### config.mk
export PLATFORM = sky130hd
export DESIGN_NAME = id_ex_stage
export DESIGN_NICKNAME = d
export VERILOG_FILES = /design/src/rtl/mips_pkg.sv /design/src/rtl/fwd_mux.sv /design/src/rtl/id_ex_stage.sv
export SDC_FILE = /design/constraint.sdc
export NUM_CORES = 1
export LEC_CHECK = 0
export CORE_UTILIZATION = 45
export CTS_CLUSTER_DIAMETER = 40
export DETAILED_ROUTE_END_ITERATION = 10
export PLACE_DENSITY = 0.81
export SLEW_MARGIN = 25
export SYNTH_ARGS = -nofsm -noshare
export SYNTH_HDL_FRONTEND = slang
export SYNTH_HIERARCHICAL = 1
export SYNTH_SLANG_ARGS = --single-unit
### constraint.sdc
create_clock -name clk -period 4.7 [get_ports clk]
set_clock_uncertainty 0.05 [all_clocks]
set_input_delay 0.94 -clock clk [delete_from_list [all_inputs] [get_ports clk]]
set_output_delay 0.94 -clock clk [all_outputs]
set_load 0.01 [all_outputs]
### src/rtl/mips_pkg.sv
// Shared definitions for the MIPS core pipeline: ALU op codes, default widths
// and the control half of the ID/EX stage register.
package mips_pkg;

    localparam int DW_DEF = 32;
    localparam int RW_DEF = 5;
    localparam int CTL_W  = 4;

    localparam logic [CTL_W-1:0] ALU_ADD = 4'd0;
    localparam logic [CTL_W-1:0] ALU_SUB = 4'd1;
    localparam logic [CTL_W-1:0] ALU_AND = 4'd2;
    localparam logic [CTL_W-1:0] ALU_NOR = 4'd3;
    localparam logic [CTL_W-1:0] ALU_OR  = 4'd4;
    localparam logic [CTL_W-1:0] ALU_SLT = 4'd5;
    localparam logic [CTL_W-1:0] ALU_XOR = 4'd6;

    // Width-independent part of the stage register; the DW/RW sized data
    // fields live next to it in the stage so the parameters stay overridable.
    typedef struct packed {
        logic             valid;
        logic             reg_write;
        logic             mem_read;
        logic             mem_write;
        logic             alu_src;
        logic [CTL_W-1:0] ctl;
    } id_ex_t;

    function automatic id_ex_t id_ex_bubble();
        id_ex_t t;
        t     = '0;
        t.ctl = ALU_ADD;
        return t;
    endfunction

endpackage

### src/rtl/fwd_mux.sv
// One EX operand's forwarding select: EX/MEM beats MEM/WB beats the
// registered register-file value; register 0 is never forwarded.
module fwd_mux #(
    parameter int DW = 32,
    parameter int RW = 5
) (
    input  logic [RW-1:0] src_idx,
    input  logic [DW-1:0] reg_data,
    input  logic          exmem_reg_write,
    input  logic [RW-1:0] exmem_rd,
    input  logic [DW-1:0] exmem_result,
    input  logic          memwb_reg_write,
    input  logic [RW-1:0] memwb_rd,
    input  logic [DW-1:0] memwb_result,
    output logic [DW-1:0] fwd_data
);

    logic hit_exmem;
    logic hit_memwb;

    assign hit_exmem = exmem_reg_write && (exmem_rd != '0) && (exmem_rd == src_idx);
    assign hit_memwb = memwb_reg_write && (memwb_rd != '0) && (memwb_rd == src_idx);

    always_comb begin
        fwd_data = reg_data;
        if (hit_exmem) begin
            fwd_data = exmem_result;
        end else if (hit_memwb) begin
            fwd_data = memwb_result;
        end
    end

endmodule

### src/rtl/id_ex_stage.sv
// ID/EX pipeline register with EX-side operand forwarding and load-use
// bubble insertion.
module id_ex_stage
    import mips_pkg::*;
#(
    parameter int DW = DW_DEF,
    parameter int RW = RW_DEF
) (
    input  logic          clk,
    input  logic          rst,
    input  logic          flush,
    input  logic          hold,
    input  logic          id_valid,
    input  logic [RW-1:0] id_rs_idx,
    input  logic [RW-1:0] id_rt_idx,
    input  logic [RW-1:0] id_rd_idx,
    input  logic [DW-1:0] id_rs_data,
    input  logic [DW-1:0] id_rt_data,
    input  logic [DW-1:0] id_imm,
    input  logic          id_alu_src,
    input  logic [3:0]    id_alu_ctl,
    input  logic          id_reg_dst,
    input  logic          id_reg_write,
    input  logic          id_mem_read,
    input  logic          id_mem_write,
    input  logic          exmem_reg_write,
    input  logic [RW-1:0] exmem_rd,
    input  logic [DW-1:0] exmem_result,
    input  logic          memwb_reg_write,
    input  logic [RW-1:0] memwb_rd,
    input  logic [DW-1:0] memwb_result,
    output logic          load_use_stall,
    output logic          ex_valid,
    output logic [3:0]    ctl,
    output logic [DW-1:0] a,
    output logic [DW-1:0] b,
    output logic [DW-1:0] ex_store_data,
    output logic [RW-1:0] ex_dest,
    output logic          ex_reg_write,
    output logic          ex_mem_read,
    output logic          ex_mem_write
);

    id_ex_t        ex_q;
    logic [RW-1:0] rs_idx_q;
    logic [RW-1:0] rt_idx_q;
    logic [RW-1:0] dest_q;
    logic [DW-1:0] rs_data_q;
    logic [DW-1:0] rt_data_q;
    logic [DW-1:0] imm_q;

    logic          load_bubble;
    logic          dest_hits_src;
    logic [DW-1:0] fwd_rs;
    logic [DW-1:0] fwd_rt;

    // A load in EX whose destination ID is about to read cannot be forwarded
    // in time; the ID instruction must wait one cycle behind a bubble.
    assign dest_hits_src  = (dest_q == id_rs_idx) || (dest_q == id_rt_idx);
    assign load_use_stall = ex_q.valid && ex_q.mem_read && (dest_q != '0)
                            && id_valid && dest_hits_src;

    // flush outranks hold; a stall only turns into a bubble when not held.
    assign load_bubble = rst || flush || (!hold && load_use_stall);

    always_ff @(posedge clk) begin
        if (load_bubble) begin
            ex_q      <= id_ex_bubble();
            rs_idx_q  <= '0;
            rt_idx_q  <= '0;
            dest_q    <= '0;
            rs_data_q <= '0;
            rt_data_q <= '0;
            imm_q     <= '0;
        end else if (!hold) begin
            ex_q.valid     <= id_valid;
            ex_q.reg_write <= id_reg_write & id_valid;
            ex_q.mem_read  <= id_mem_read  & id_valid;
            ex_q.mem_write <= id_mem_write & id_valid;
            ex_q.alu_src   <= id_alu_src;
            ex_q.ctl       <= id_alu_ctl;
            rs_idx_q       <= id_rs_idx;
            rt_idx_q       <= id_rt_idx;
            dest_q         <= id_reg_dst ? id_rd_idx : id_rt_idx;
            rs_data_q      <= id_rs_data;
            rt_data_q      <= id_rt_data;
            imm_q          <= id_imm;
        end
    end

    // Forwarding runs off the registered indices every cycle, held or not.
    fwd_mux #(.DW(DW), .RW(RW)) u_fwd_rs (
        .src_idx         (rs_idx_q),
        .reg_data        (rs_data_q),
        .exmem_reg_write (exmem_reg_write),
        .exmem_rd        (exmem_rd),
        .exmem_result    (exmem_result),
        .memwb_reg_write (memwb_reg_write),
        .memwb_rd        (memwb_rd),
        .memwb_result    (memwb_result),
        .fwd_data        (fwd_rs)
    );

    fwd_mux #(.DW(DW), .RW(RW)) u_fwd_rt (
        .src_idx         (rt_idx_q),
        .reg_data        (rt_data_q),
        .exmem_reg_write (exmem_reg_write),
        .exmem_rd        (exmem_rd),
        .exmem_result    (exmem_result),
        .memwb_reg_write (memwb_reg_write),
        .memwb_rd        (memwb_rd),
        .memwb_result    (memwb_result),
        .fwd_data        (fwd_rt)
    );

    assign ctl           = ex_q.ctl;
    assign a             = fwd_rs;
    assign b             = ex_q.alu_src ? imm_q : fwd_rt;
    assign ex_store_data = fwd_rt;
    assign ex_dest       = dest_q;
    assign ex_valid      = ex_q.valid;
    assign ex_reg_write  = ex_q.reg_write;
    assign ex_mem_read   = ex_q.mem_read;
    assign ex_mem_write  = ex_q.mem_write;

endmodule

==> flow_metrics.py, run 1 <==
metrics = {
    "status": {
        "status": "finished clean",
    },
    "floorplan": {
        "initial_core_util_pct": 46.50,
        "chipWidth_um": 133.4,
        "die_y_um": 133.4,
        "dieArea_um2": 17790,
        "core_region_area_um2": 16700,
        "io_pins": 311,
        "std_cell_rows": 47,
    },
    "worst_setup_path": {
        "cpLargestDelayFamily": "buffers and inverters",
        "cp_common_cell": "clkdlybuf4s50_1",
        "timing.rr.start": "ex_dest[0]$_SDFFE_PP0N_",
        "crit_path_top_delay_cell": "or4_4",
        "rrSetupSlack_ns": 1.62,
        "path_buf_inv": 3,
        "required_ns": 3.71,
        "reg2reg_depth": 6,
        "cp-end-kind": "output pin",
        "r2r_end": "rt_data_q[31]$_SDFFE_PP0N_",
        "crit_path_max_fanout": 32,
        "worstPathCellList": "clkdlybuf4s50_1 > or4_4 > a21oi_4 > buf_12 > nor4_1 > a31oi_1 > mux2_2 > clkdlybuf4s50_1",
        "critical_path_class": "in -> out",
        "cpPeakStageDelay_ns": 0.59,
        "critical_path_arrival_ns": 3.64,
        "start_kind": "input port",
    },
    "finish": {
        "nFillCells": 1324,
        "syn_to_final_growth_pct": 50.30,
        "fin_nets": 1420,
        "stdcell_count": 1454,
        "drive_gt1_share_pct": 10.24,
    },
    "timing": {
        "layout_min_cycle_time_ns": 4.634,
        "setup_viol_count_final": 0,
        "finalCritPeriodShare_pct": 98.60,
        "slew_viol_final": 0,
        "tns_ns": 0,
        "tightest_slew_ns": 1.011,
        "finalHoldViolations": 0,
        "relSlewSlack_pct": 32.61,
        "fmax_mhz": 215.8,
        "rsz0062_at_grt": "false",
    },
    "flow_run": {
        "cap_violations": 0,
    },
    "hold_path": {
        "holdCritStartpoint": "imm_q[28]$_SDFFE_PP0N_",
        "min_path_cells": 2,
        "hold_path_class": "reg -> reg",
        "hold_path_end": "imm_q[28]$_SDFFE_PP0N_",
    },
    "yosys": {
        "synth_cell_types": 33,
        "synth.avg_cell_area_um2": 7.884,
        "ys_ff_latch": 120,
        "syn_area_um2": 7766,
        "yosysWarnings": 6,
        "ys_seq_area_share_pct": 30.93,
        "synthCells": 985,
        "syn-num-nets": 1186,
    },
    "global_route": {
        "antenna_found_initial": 3,
        "grt_use_total_pct": 36.40,
        "grt_pass1_vias": 8702,
        "grt_pass1_wl_um": 50300,
        "grt_max_degree": 138,
        "overflow": 0,
    },
    "drt": {
        "wl_per_cell_um": 23.11,
        "viasPerCell": 6.664,
        "drt_iter0_drc": 1176,
        "vias": 9690,
        "ant_nets": 0,
        "wirelength_um": 33610,
        "first_pass_iters": 7,
        "drc_errors": 0,
    },
    "clock_tree": {
        "cts.hold.buffers_added": 0,
        "clkSinkCount": 120,
        "cts_root_buffer": "clkbuf_16",
        "clock_latency_ns": 0.41,
        "ctsHtreeMaxLevel": 4,
        "max-clock-path-buffers": 2,
        "numCtsBuffers": 17,
        "clk_pin_slew_worst_paths_ns": 0.05,
        "cts_tree": "done",
    },
    "power_and_ir_drop": {
        "leakagePower_nw": 3.713,
        "power.total_mw": 3.343,
        "peakVddDrop_mv": 0.2809,
        "p_per_area_nw_per_um2": 286.4,
    },
    "place": {
        "dp.cells": 1420,
        "routabilityCongestion": 0.9603,
        "hpwl_um": 22880,
        "io_buffers": 310,
    },
}
[stage by stage]
stage	instance area [um2]	hold WS, ns	setup WS (ns)	utilization, %
6_report	11670	0.4202	0.06570	69.89
2_1_floorplan	7766	0.3864	1.257	-
3_5_place_dp	11070	0.4070	0.08563	66.31
5_1_grt	11670	0.4456	0.009224	69.89
4_1_cts	11650	0.4233	0.08796	69.73
3_3_place_gp	11070	0.3996	0.1263	66.31
[synthesized netlist by cell type]
cell	n	area [um2]
dfxtp_1	120	2402
nand2_1	120	450.4
o21ai_1	117	585.6
a32oi_1	112	980.9
clkbuf_1	102	382.9
nor4_1	66	412.9
a31oi_1	64	400.4
nand4_1	64	400.4
o31ai_1	64	480.5
mux2_2	37	416.7
xnor2_1	26	227.7
buf_4	16	120.1
a21oi_1	10	50.05
buf_2	9	45.04
nand3_1	9	45.04
a22oi_1	8	60.06
buf_1	7	26.28
buf_6	6	67.56
and3_1	5	31.28
and2_1	4	25.02
a21oi_4	2	32.53
nor2_1	2	7.510
o21a_1	2	15.01
or2_1	2	12.51
or3_1	2	12.51
or4_4	2	22.52
clkbuf_2	1	5.000
nor2b_1	1	6.260
nor3_1	1	5.000
nor3b_1	1	7.510
o2111ai_2	1	15.01
o22ai_1	1	6.260
or4_1	1	7.510
[repair_timing]
| item | in CTS | in global routing |
|---|---|---|
| gates resized for setup | 0 | 3 |
| endpoints found under the setup margin | 0 | 3 |
| setup buffers | 0 | 0 |
[final cells by class]
cell class	count	area, um2	area share (%)
multi-input cells	724	4778	40.94
repair buffers	356	3636	31.15
flip-flops and latches	120	2404	20.59
clock buffers	20	446.7	3.827
well taps	220	275.3	2.358
clock inverters	11	125.1	1.072
diodes	3	7.507	0.06432
[worst min-delay path: stages, from the launching register on]
cell	delay, ns
dfxtp_1	0.32
a32oi_1	0.05
o21ai_1	0.06
[cell families after synthesis]
logic type / synth area share (%)
buffers and inverters: 8.329
and+or+nand+nor: 18.62
DFF: 30.93
xor gates and xnor gates: 2.932
AOI/OAI and AO/OA: 33.82
muxes: 5.365
[placed cells by master (no fill, tap or decap), types with 3 or more instances in the layout]
master / n
clkdlybuf4s50_1: 310
nand2_1: 120
dfxtp_1: 119
o21ai_1: 115
a32oi_1: 112
nor4_1: 65
o31ai_1: 64
nand4_1: 64
a31oi_1: 62
mux2_2: 37
buf_4: 31
xnor2_1: 26
clkbuf_16: 17
buf_12: 15
a21oi_1: 10
nand3_1: 9
a22oi_1: 8
and3_1: 5
and2_1: 4
diode_2: 3
clkinv_2: 3
clkinv_4: 3
[metal layers]
| layer | part of all wire [%] | up-vias | track usage (%) |
|---|---|---|---|
| li1 | - | 4408 | - |
| met1 | 41 | 4556 | 49.85 |
| met2 | 45 | 631 | 54.14 |
| met3 | 10 | 95 | 7.382 |
| met4 | 4.5 | 0 | 18.12 |
| met5 | 0 | - | 0 |
[sequential cells by signal, summed over array words and instances, names as in the netlist]
register      cells
ex_mem_read       1
ex_q              1
rt_data_q        32
ex_reg_write      1
rs_data_q        32
rs_idx_q          5
ctl               4
ex_valid          1
imm_q            32
ex_dest           5
ex_mem_write      1
rt_idx_q          5
[report_power, final]
part / switching [mW] / internal, mW
Combinational: 0.464 / 0.460
Clock: 0.490 / 0.792
Sequential: 0.0553 / 1.08
[worst max path at each step]
| stage | end | startpoint | slack (ns) | depth (start not counted) |
|---|---|---|---|---|
| final | b[21] | exmem_rd[0] | 0.07 | 8 |
| after floorplan | b[10] | exmem_rd[0] | 1.26 | 7 |
| after global placement | b[23] | memwb_rd[1] | 0.13 | 8 |
| after detailed placement | b[23] | memwb_rd[1] | 0.09 | 8 |
| after CTS | b[23] | memwb_rd[1] | 0.09 | 8 |
| after global routing | b[25] | exmem_rd[0] | 0.009 | 8 |
Power figures use the tool's default switching activity.
==> run 2: changes to the inputs <==
- CAP_MARGIN: not set -> 15
- CTS_BUF_LIST: not set -> sky130_fd_sc_hd__clkbuf_16
==> flow_metrics.py, run 2 (same netlist as run 1, synthesis figures left out) <==
metrics = {
    "clock_tree": {
        "cts_root_buffer": "clkbuf_16",
        "cts_resized": 0,
        "ctsHtreeMaxLevel": 4,
        "max-clock-path-buffers": 2,
        "numCtsBuffers": 17,
        "cts.hold.buffers_added": 0,
        "cts_tree": "done",
        "cts_setup_buffers": 0,
        "clkSinkCount": 120,
        "clock_latency_ns": 0.41,
        "clk_pin_slew_worst_paths_ns": 0.05,
    },
    "timing": {
        "tns_ns": 0,
        "finalCritPeriodShare_pct": 98.81,
        "layout_min_cycle_time_ns": 4.644,
        "rsz0062_at_grt": "false",
        "tightest_slew_ns": 1.004,
        "setup_viol_count_final": 0,
        "slew_viol_final": 0,
        "relSlewSlack_pct": 33.07,
        "fmax_mhz": 215.3,
        "timing.final.ws_setup_ns": 0.05610,
        "finalHoldViolations": 0,
    },
    "drt": {
        "viasPerCell": 6.629,
        "met3_length_um": 3254,
        "drc_errors": 0,
        "ant_nets": 0,
        "topRoutingLayerUsed": "met4",
        "wl_met1_um": 13740,
        "met2WireLength_um": 14980,
        "first_pass_iters": 6,
        "wirelength_um": 33450,
        "drt_iter0_drc": 1179,
        "wl_per_cell_um": 23.01,
        "vias": 9639,
    },
    "global_route": {
        "grt_pass1_vias": 8680,
        "antenna_found_initial": 3,
        "overflow": 0,
        "grt_pass1_wl_um": 50220,
        "grt_use_total_pct": 36.34,
        "grt_max_degree": 138,
    },
    "power_and_ir_drop": {
        "leakagePower_nw": 3.716,
        "p_seq_share_pct": 34.3,
        "power.total_mw": 3.317,
        "peakVddDrop_mv": 0.2808,
        "p_int_mw": 2.312,
        "p_sw_share_pct": 30.29,
        "power_frac_comb_pct": 27.8,
        "p_per_area_nw_per_um2": 284.4,
        "switching_power_mw": 1.005,
        "p_clk_share_pct": 37.9,
    },
    "finish": {
        "largestRegisters": "imm_q (32), rs_data_q (32), rt_data_q (32)",
        "seq_area_um2": 2404,
        "finalCoreUtilization_pct": 69.83,
        "final_common_cell": "clkdlybuf4s50_1",
        "fin_nets": 1420,
        "multi_input_area_um2": 4778,
        "nFillCells": 1328,
        "final_cell_mix": "clkdlybuf4s50_1, nand2_1, dfxtp_1",
        "syn_to_final_growth_pct": 50.17,
        "drive_gt1_share_pct": 10.15,
    },
    "floorplan": {
        "core_region_area_um2": 16700,
        "initial_core_util_pct": 46.50,
        "std_cell_rows": 47,
        "die_y_um": 133.4,
        "dieArea_um2": 17790,
        "chipWidth_um": 133.4,
        "io_pins": 311,
    },
    "status": {
        "status": "finished clean",
    },
    "worst_setup_path": {
        "cp_common_cell": "clkdlybuf4s50_1",
        "critical_path_class": "in -> out",
        "cp-end-kind": "output pin",
        "required_ns": 3.71,
        "start_kind": "input port",
        "worstPathCellList": "clkdlybuf4s50_1 > or4_4 > a21oi_4 > buf_12 > nor4_1 > a31oi_1 > mux2_2 > clkdlybuf4s50_1",
        "cpPeakStageDelay_ns": 0.59,
        "crit_path_top_delay_cell": "or4_4",
        "critical_path_arrival_ns": 3.65,
        "crit_path_max_fanout": 32,
    },
    "place": {
        "io_buffers": 310,
        "dp_slack_ns": 0.08563,
        "hpwl_um": 22880,
        "routabilityCongestion": 0.9603,
    },
    "hold_path": {
        "hold_path_class": "reg -> reg",
    },
    "flow_run": {
        "cap_violations": 0,
    },
}
[run 2: cell count changes in the layout (fill, tap and decap cells not counted), sizes merged]
cell and change:
clkbuf -3, clkinv +1, inv +2
[run 2: worst paths after layout]
kind | slack [ns] | from | to | cells after the start
worst max-delay path | 0.06 | exmem_rd[0] | b[21] | 8
worst min register to register | 0.42 | imm_q[28]$_SDFFE_PP0N_ | imm_q[28]$_SDFFE_PP0N_ | 2
worst max register to register | 1.66 | ex_dest[0]$_SDFFE_PP0N_ | rt_data_q[31]$_SDFFE_PP0N_ | 6
worst min-delay path | 0.42 | imm_q[28]$_SDFFE_PP0N_ | imm_q[28]$_SDFFE_PP0N_ | 2
[run 2: through the flow]
| stage | cells | cell area [um2] | hold WS (ns) |
|---|---|---|---|
| after global placement | 1420 | 11070 | 0.3996 |
| after CTS | 1451 | 11640 | 0.4233 |
| final | 1454 | 11660 | 0.4230 |
| after detailed placement | 1420 | 11070 | 0.4070 |
| after global routing | 1454 | 11660 | 0.4457 |
| after floorplan | 985 | 7766 | 0.3864 |
[run 2: cell type report]
type                            instances  area share (%)
Antenna cell                            3         0.06437
Clock buffer                           17           3.648
Clock inverter                         14           1.169
Multi-Input combinational cell        724           40.97
Sequential cell                       120           20.61
Tap cell                              220           2.360
Timing Repair Buffer                  356           31.18
[run 2: power by group through the flow]
stage / combinational (mW) / clock [mW] / sequential (mW)
6_report: 0.922 / 1.26 / 1.14
5_1_grt: 0.966 / 1.31 / 1.14
4_1_cts: 0.905 / 1.26 / 1.13
3_5_place_dp: 0.901 / 0 / 1.15
3_3_place_gp: 0.891 / 0 / 1.15
2_1_floorplan: 0.397 / 0 / 1.13
[run 2: worst max-delay path, delay by kind of cell]
family | cells | cell delay [ns]
multiplexers | 1 | 0.24
buffers and inverters | 3 | 1.25
AO/OA/AOI/OAI | 2 | 0.53
AND/OR/NAND/NOR | 2 | 0.67
[run 2: per-layer routing]
metal	vias up	global-route usage, %
li1	4405	-
met1	4529	49.86
met2	614	53.91
met3	91	7.420
met4	0	18.12
met5	-	0
==> run 3: changes to the inputs <==
- PLACE_DENSITY: 0.81 -> not set
- PLACE_DENSITY_LB_ADDON: not set -> 0.1
==> flow_metrics.py, run 3 (same netlist as run 1, synthesis figures left out) <==
metrics = {
    "drt": {
        "wl_per_cell_um": 22.60,
        "vias": 9639,
        "drc_errors": 0,
        "wirelength_um": 33020,
        "first_pass_iters": 6,
        "viasPerCell": 6.598,
        "drt_iter0_drc": 1160,
        "ant_nets": 0,
    },
    "floorplan": {
        "dieArea_um2": 17790,
        "io_pins": 311,
        "chipWidth_um": 133.4,
        "initial_core_util_pct": 46.50,
        "core_region_area_um2": 16700,
        "std_cell_rows": 47,
        "die_y_um": 133.4,
    },
    "clock_tree": {
        "cts_tree": "done",
        "ctsHtreeMaxLevel": 4,
        "clock_latency_ns": 0.43,
        "numCtsBuffers": 17,
        "cts.hold.buffers_added": 0,
        "clkSinkCount": 120,
        "cts_root_buffer": "clkbuf_16",
        "max-clock-path-buffers": 2,
        "clk_pin_slew_worst_paths_ns": 0.06,
    },
    "timing": {
        "slew_viol_final": 0,
        "fmax_mhz": 216.7,
        "tightest_slew_ns": 0.9192,
        "rsz0062_at_grt": "false",
        "relSlewSlack_pct": 38.72,
        "tns_ns": 0,
        "finalCritPeriodShare_pct": 98.20,
        "layout_min_cycle_time_ns": 4.615,
        "finalHoldViolations": 0,
        "setup_viol_count_final": 0,
    },
    "power_and_ir_drop": {
        "p_sw_share_pct": 31.15,
        "switching_power_mw": 1.056,
        "p_int_mw": 2.333,
        "p_seq_share_pct": 33.5,
        "p_clk_share_pct": 39.3,
        "p_per_area_nw_per_um2": 289.4,
        "power_frac_comb_pct": 27.2,
        "leakagePower_nw": 3.742,
        "power.total_mw": 3.389,
        "peakVddDrop_mv": 0.2913,
    },
    "worst_setup_path": {
        "reg2reg_depth": 6,
        "cp-end-kind": "output pin",
        "critical_path_class": "in -> out",
        "required_ns": 3.71,
        "cpPeakStageDelay_ns": 0.59,
        "start_kind": "input port",
        "crit_path_max_fanout": 21,
        "r2r_end": "rt_data_q[9]$_SDFFE_PP0N_",
        "crit_path_top_delay_cell": "or4_4",
        "timing.rr.start": "ex_dest[0]$_SDFFE_PP0N_",
        "cp-endpoint": "b[19]",
        "critical_path_arrival_ns": 3.63,
        "cp_common_cell": "clkdlybuf4s50_1",
        "rrSetupSlack_ns": 1.74,
        "worstPathCellList": "clkdlybuf4s50_1 > or4_4 > a21oi_4 > buf_4 > nor4_1 > a31oi_1 > mux2_2 > clkdlybuf4s50_1",
        "setup.worst_path.start": "exmem_rd[0]",
    },
    "global_route": {
        "overflow": 0,
        "antenna_found_initial": 3,
        "grt_use_total_pct": 36.30,
        "grt_pass1_vias": 8651,
        "grt_pass1_wl_um": 50330,
        "grt_max_degree": 126,
    },
    "finish": {
        "final_cell_mix": "clkdlybuf4s50_1, nand2_1, dfxtp_1",
        "syn_to_final_growth_pct": 50.75,
        "largestRegisters": "imm_q (32), rs_data_q (32), rt_data_q (32)",
        "drive_gt1_share_pct": 10.67,
        "nFillCells": 1366,
        "stdcell_count": 1461,
        "fin_nets": 1425,
        "final_common_cell": "clkdlybuf4s50_1",
    },
    "place": {
        "routabilityCongestion": 0.9767,
        "dp.cells": 1424,
        "hpwl_um": 22460,
        "io_buffers": 310,
    },
    "flow_run": {
        "cap_violations": 0,
    },
    "status": {
        "status": "finished clean",
    },
    "hold_path": {
        "hold_path_class": "reg -> reg",
    },
}
run 3: cell types whose count changed in the layout (fill, tap and decap cells not counted):
cell,delta
diode_2,+1
inv_6,+5
inv_1,-2
a31oi_2,-2
clkinv_2,-2
a31oi_1,+2
buf_4,+6
buf_12,-1
clkinv_1,-1
clkinvlp_4,+1
run 3: metal layers:
metal / vias to the layer above / part of all wire, % / GRT usage, %
met5: - / 0 / 0
met4: 0 / 3.4 / 15.91
met3: 72 / 11 / 7.458
met2: 646 / 45 / 54.77
met1: 4491 / 41 / 49.82
li1: 4430 / - / -
run 3: per-stage QoR:
step | hold slack (ns) | util (%) | worst slack [ns] | cell area (um2)
4_1_cts | 0.4248 | 69.96 | 0.06822 | 11680
2_1_floorplan | 0.3864 | - | 1.257 | 7766
5_1_grt | 0.4409 | 70.09 | 0.01230 | 11710
6_report | 0.4243 | 70.10 | 0.08452 | 11710
3_5_place_dp | 0.4075 | 66.41 | 0.06585 | 11090
3_3_place_gp | 0.4000 | 66.41 | 0.07578 | 11090
run 3: worst min path at each step:
stage                                       from                endpoint  depth (start not counted)
after floorplan            imm_q[0]$_SDFFE_PP0N_   imm_q[0]$_SDFFE_PP0N_                          2
after global placement     imm_q[0]$_SDFFE_PP0N_   imm_q[0]$_SDFFE_PP0N_                          2
after detailed placement  imm_q[29]$_SDFFE_PP0N_  imm_q[29]$_SDFFE_PP0N_                          2
after CTS                  imm_q[0]$_SDFFE_PP0N_   imm_q[0]$_SDFFE_PP0N_                          2
after global routing      imm_q[23]$_SDFFE_PP0N_  imm_q[23]$_SDFFE_PP0N_                          2
final                      imm_q[0]$_SDFFE_PP0N_   imm_q[0]$_SDFFE_PP0N_                          2
run 3: power by group through the flow:
stage / logic [mW] / registers, mW / clock network [mW]
finish: 0.922 / 1.14 / 1.33
global route: 0.969 / 1.14 / 1.38
global placement: 0.895 / 1.15 / 0
CTS: 0.905 / 1.13 / 1.34
floorplan: 0.397 / 1.13 / 0
detailed placement: 0.901 / 1.15 / 0
run 3: final cells by class:
cell class	instances	area (um2)	share of cell area, %
clock inverter	15	166.4	1.421
sequential	120	2404	20.53
clock buffer	17	425.4	3.634
multi-input combinational	724	4766	40.71
timing repair buffer	361	3661	31.27
antenna	4	10.01	0.08550
tap	220	275.3	2.351
run 3: worst max-delay path: cells and delay by family:
kind                   cells  cell delay [ns]
buffers and inverters      3             1.30
and+or+nand+nor            2             0.68
AOI/OAI and AO/OA          2             0.46
muxes                      1             0.22
run 3: repair_timing:
action,in CTS,in global routing
endpoints found under the setup margin,0,6
setup buffers,0,1
endpoints found under the hold margin,0,0
gates resized for setup,0,1
